<file path="src/rtl/usr_pkg.sv">
// Shared definitions for the universal shift register.
//   Mode encoding : MODE_HOLD / MODE_SHR / MODE_SHL / MODE_LOAD (2-bit).
//   usr_cw(n)     : shift-counter width, max(1, $clog2(n)).
package usr_pkg;

   localparam logic [1:0] MODE_HOLD = 2'b00;
   localparam logic [1:0] MODE_SHR  = 2'b01;
   localparam logic [1:0] MODE_SHL  = 2'b10;
   localparam logic [1:0] MODE_LOAD = 2'b11;

   // Counter width; a 2-bit register still needs one counter bit.
   function automatic int usr_cw(input int n);
      return (n <= 2) ? 1 : $clog2(n);
   endfunction

endpackage

</file>
<file path="src/rtl/usr_frame_counter.sv">
// Modulo-N shift counter with a registered frame-boundary pulse.
//   Inputs : clk, rst (sync, active-high), clr (restart frame), inc (one shift).
//   Outputs: cnt (shifts so far in the frame), frame_done (1-cycle pulse
//            registered on the edge that completes N shifts).
module usr_frame_counter
   import usr_pkg::*;
#(
   parameter  int N  = 8,
   localparam int CW = usr_cw(N)
) (
   input  logic          clk,
   input  logic          rst,
   input  logic          clr,
   input  logic          inc,
   output logic [CW-1:0] cnt,
   output logic          frame_done
);

   localparam logic [CW-1:0] LAST = CW'(N - 1);

   logic [CW-1:0] r_cnt;
   logic          r_frame_done;

   always_ff @(posedge clk) begin
      if (rst) begin
         r_cnt        <= '0;
         r_frame_done <= 1'b0;
      end else if (clr) begin
         // A load discards any partial frame.
         r_cnt        <= '0;
         r_frame_done <= 1'b0;
      end else if (inc) begin
         // Wrap at N-1 explicitly so non-power-of-two widths never
         // reach the unused upper counter codes.
         if (r_cnt == LAST) begin
            r_cnt        <= '0;
            r_frame_done <= 1'b1;
         end else begin
            r_cnt        <= r_cnt + 1'b1;
            r_frame_done <= 1'b0;
         end
      end else begin
         // Hold keeps the count but the pulse lasts only one cycle.
         r_frame_done <= 1'b0;
      end
   end

   assign cnt        = r_cnt;
   assign frame_done = r_frame_done;

endmodule

</file>
<file path="src/rtl/universal_shift_register.sv">
// N-bit universal shift register: hold, shift right/left (rotate or serial
// fill) and parallel load, with a modulo-N shift counter for framing.
//   Inputs : clk, rst (sync, active-high), en, mode[1:0], rot, sin, D[N-1:0].
//   Outputs: Q, sout_r (=Q[0]), sout_l (=Q[N-1]), cnt, frame_done and, when
//            USR_PARITY_EN is defined, q_parity (registered ^Q).
module universal_shift_register
   import usr_pkg::*;
#(
   parameter  int N  = 8,
   localparam int CW = usr_cw(N)
) (
   input  logic          clk,
   input  logic          rst,
   input  logic          en,
   input  logic [1:0]    mode,
   input  logic          rot,
   input  logic          sin,
   input  logic [N-1:0]  D,
   output logic [N-1:0]  Q,
   output logic          sout_r,
   output logic          sout_l,
   output logic [CW-1:0] cnt,
   output logic          frame_done
`ifdef USR_PARITY_EN
   ,
   output logic          q_parity
`endif
);

   logic [N-1:0] r_q;
   logic [N-1:0] w_q_next;
   logic         w_shift;
   logic         w_load;

   assign w_shift = en && ((mode == MODE_SHR) || (mode == MODE_SHL));
   assign w_load  = en && (mode == MODE_LOAD);

   always_comb begin
      w_q_next = r_q;
      if (en) begin
         case (mode)
            MODE_SHR:  w_q_next = {(rot ? r_q[0]   : sin), r_q[N-1:1]};
            MODE_SHL:  w_q_next = {r_q[N-2:0], (rot ? r_q[N-1] : sin)};
            MODE_LOAD: w_q_next = D;
            default:   w_q_next = r_q;
         endcase
      end
   end

   always_ff @(posedge clk) begin
      if (rst) r_q <= '0;
      else     r_q <= w_q_next;
   end

`ifdef USR_PARITY_EN
   logic r_parity;

   // Computed from the next value so parity lands on the same edge as Q.
   always_ff @(posedge clk) begin
      if (rst) r_parity <= 1'b0;
      else     r_parity <= ^w_q_next;
   end

   assign q_parity = r_parity;
`endif

   usr_frame_counter #(.N(N)) u_frame_counter (
      .clk        (clk),
      .rst        (rst),
      .clr        (w_load),
      .inc        (w_shift),
      .cnt        (cnt),
      .frame_done (frame_done)
   );

   assign Q      = r_q;
   assign sout_r = r_q[0];
   assign sout_l = r_q[N-1];

endmodule

</file>
<file path="config.mk">
export PLATFORM = sky130hd
export DESIGN_NAME = universal_shift_register
export DESIGN_NICKNAME = d
export VERILOG_FILES = /design/src/rtl/usr_pkg.sv /design/src/rtl/usr_frame_counter.sv /design/src/rtl/universal_shift_register.sv
export SDC_FILE = /design/constraint.sdc
export NUM_CORES = 1
export LEC_CHECK = 0
export ABC_AREA = 1
export CAP_MARGIN = 10
export CORE_MARGIN = 2
export CORE_UTILIZATION = 46
export CTS_CLUSTER_DIAMETER = 30
export DETAILED_ROUTE_END_ITERATION = 16
export MAX_ROUTING_LAYER = met4
export PLACE_DENSITY = 0.88
export SLEW_MARGIN = 10
export SYNTH_ARGS = -nofsm -noshare
export SYNTH_HDL_FRONTEND = slang
export SYNTH_HIERARCHICAL = 1
export SYNTH_SLANG_ARGS = --single-unit
</file>
<file path="constraint.sdc">
create_clock -name clk -period 3.3 [get_ports clk]
set_clock_uncertainty 0.1 [all_clocks]
set_input_delay 0.495 -clock clk [delete_from_list [all_inputs] [get_ports clk]]
set_output_delay 0.495 -clock clk [all_outputs]
set_load 0.03 [all_outputs]
</file>
==> flow_summary_export.csv <==
group,metric,value,unit
outcome,outcome,"complete, no violations",
route,drtAntennaViolNets,0,
setup_path,worst_setup_path_start_kind,"register",
setup_path,cp.arrival,1.39,ns
synthesis,synth_area_leaders,"dfxtp_1 30%, nand2_1 14%, nor2_1 9.4%",
setup_path,r2r_slack,2.15,ns
synthesis,synthesis.instances,120,
sta,hold_violations,0,
place,place_area,1050,um^2
clock_tree,clk_pin_slew_worst_paths,0.08,ns
floorplanning,start_util,0.479,
setup_path,cp.depth,1,
sta,relSlewSlack,0.739,
route,vias,824,
route,wl_per_cell,11.1,um
setup_path,critPathCaptureType,"output port",
power,power_density,348,nW/um^2
synthesis,syn_area_per_cell,6.66,um^2
clock_tree,clkSinkCount,12,
sta,fin_crit_sh,0.602,
sta,setup_viol,0,
setup_path,slowest_stage,"clkdlybuf4s50_1",
setup_path,critPathBufInv,1,
final_layout,finalInstanceArea,1070,um^2
sta,rsz0062_at_grt,"no",
place,placedCellCount,160,
route,dr.pass1.iters,4,
global_routing,grt_pass1_wl,2910,um
global_routing,grt_max_degree,15,
setup_path,crit_start,"Q[7]$_SDFFE_PP0P_",
clock_tree,postCtsSetupBuffers,0,
synthesis,syn_area,800,um^2
setup_path,crit_family,"buffers and inverters",
final_layout,num_antenna_cells,0,
synthesis,ys_types,19,
final_layout,drive_gt1_frac,0.130,
route,first_iter_violations,12,
floorplanning,dieArea,2090,um^2
clock_tree,cts_root_buf,"clkbuf_4",
setup_path,reg2reg_depth,4,
final_layout,fin_cells,163,
sta,fmax,503,MHz
run,maxCapViolCount,0,
clock_tree,hold_buffers,0,
global_routing,grt_pass1_vias,764,
clock_tree,postCtsResizedCells,0,
setup_path,max_stage_delay,0.70,ns
sta,post-route-min-period,1.99,ns
floorplanning,coreArea,1670,um^2
route,routed_wl,1810,um
setup_path,timing.rr.start,"u_frame_counter/cnt[0]$_SDFFE_PP0P_",
setup_path,endpoint,"Q[7]",
clock_tree,clk_latency,0.28,ns
place,dp_hpwl,1410,um
power,ir_drop,183,uV
power,p_leak,0.479,nW
synthesis,ys_seq_elements,12,
floorplanning,dieWidth,45.7,um
final_layout,layout_common_cells,"30 x nand2_1, 28 x clkdlybuf4s50_1, 20 x nor2_1",
hold_path,hold_path_class,"reg2reg",
global_routing,antenna_found_initial,0,
setup_path,cp.required,2.70,ns
synthesis,yosysSeqAreaShare,0.300,
clock_tree,numCtsBuffers,3,
final_layout,final_common_cell,"nand2_1",
clock_tree,tritoncts,"done",
sta,worst_pin_slew,0.391,ns
synthesis,synth_top_area_share,0.300,
global_routing,grt_usage,0.201,
clock_tree,clockBufferDepth,2,
floorplanning,ios,29,
sta,whs,0.401,ns
place,port_buffers,28,
synthesis,synthesis.nets,140,
floorplanning,rows,15,
hold_path,min_from,"u_frame_counter/cnt[2]$_SDFFE_PP0P_",
sta,tns,0,ns
route,routed_via_density,5.06,
sta,maxSlewViolCount,0,
setup_path,r2r-end,"u_frame_counter/cnt[2]$_SDFFE_PP0P_",
route,remaining_drc_errors,0,
global_routing,gr-total-overflow,0,
setup_path,cp_max_fo,5,
floorplanning,die_h,45.7,um
setup_path,crit_type,"reg2out",
clock_tree,h-tree-depth,1,
setup_path,cp_cell_sequence,"clkdlybuf4s50_1",
place,gp_congestion,0.793,
final_layout,area_growth_syn_to_layout,34.3,%
synthesis,yosysWarningCount,6,
final_layout,nNetsFinal,168,
synthesis,synth_top_area_cell,"dfxtp_1",
-- layer usage --
metal / GRT usage / routed length (um) / vias up
li1: - / - / 416
met1: 0.226 / 807 / 380
met2: 0.321 / 902 / 21
met3: 0.0397 / 53 / 7
met4: 0.131 / 51 / 0
met5: - / 0 / -
-- synth_stat cells --
master    n
a21oi_1   3
a21oi_2   2
buf_12    1
buf_4     4
dfxtp_1  12
ha_1      5
inv_1    16
inv_2     3
inv_4     2
nand2_1  30
nand2_2   1
nand2_4   1
nand3_1   7
nand3_2   2
nor2_1   20
nor2_2    2
nor3_2    1
o21ai_1   6
o21ai_2   2
-- cell families after synthesis --
logic type | after synthesis | synth area share
fa+ha+maj | 5 | 0.0782
flops | 12 | 0.300
compound gates | 13 | 0.100
simple gates | 64 | 0.354
buf+inv | 26 | 0.167
-- per-stage QoR --
stage                      util  setup WS, ns  total power [mW]
final                     0.643          1.31             0.373
after floorplan               -          1.90             0.241
after detailed placement  0.629          1.26             0.283
after CTS                 0.643          1.30             0.374
after global routing      0.643          1.26             0.391
after global placement    0.629          1.27             0.279
-- state kept, by name (all words and copies together) (netlist names) --
signal,cells
Q,8
u_frame_counter/cnt,3
u_frame_counter/frame_done,1
-- how the worst min path moves through the flow --
stage	to	cells past startpoint	slack (ns)
2_1_floorplan	u_frame_counter/cnt[1]$_SDFFE_PP0P_	2	0.50
4_1_cts	u_frame_counter/cnt[2]$_SDFFE_PP0P_	2	0.40
6_report	u_frame_counter/cnt[2]$_SDFFE_PP0P_	2	0.40
3_3_place_gp	u_frame_counter/cnt[1]$_SDFFE_PP0P_	2	0.37
3_5_place_dp	u_frame_counter/cnt[2]$_SDFFE_PP0P_	2	0.38
5_1_grt	u_frame_counter/cnt[1]$_SDFFE_PP0P_	2	0.43
-- final cells by class --
type                    instances  area [um^2]
fillers                       149          597
flip-flops and latches         12          240
multi-input cells              82          425
clock buffers                   3         22.5
inverters                      21         83.8
well taps                      17         21.3
repair buffers                 28          280
-- worst reg2reg max path, stage by stage (launching register included) --
cell	delay [ns]
dfxtp_1	0.34
ha_1	0.20
ha_1	0.26
nand2_1	0.05
a21oi_1	0.14
-- where the power goes --
group          leakage, nW  internal [mW]  switching, mW  total, mW
Sequential          0.0986          0.154        0.00974      0.164
Combinational        0.366         0.0512         0.0654      0.117
Clock               0.0138         0.0423         0.0509     0.0932
Total                0.479          0.247          0.126      0.373
Power figures use the tool's default switching activity.
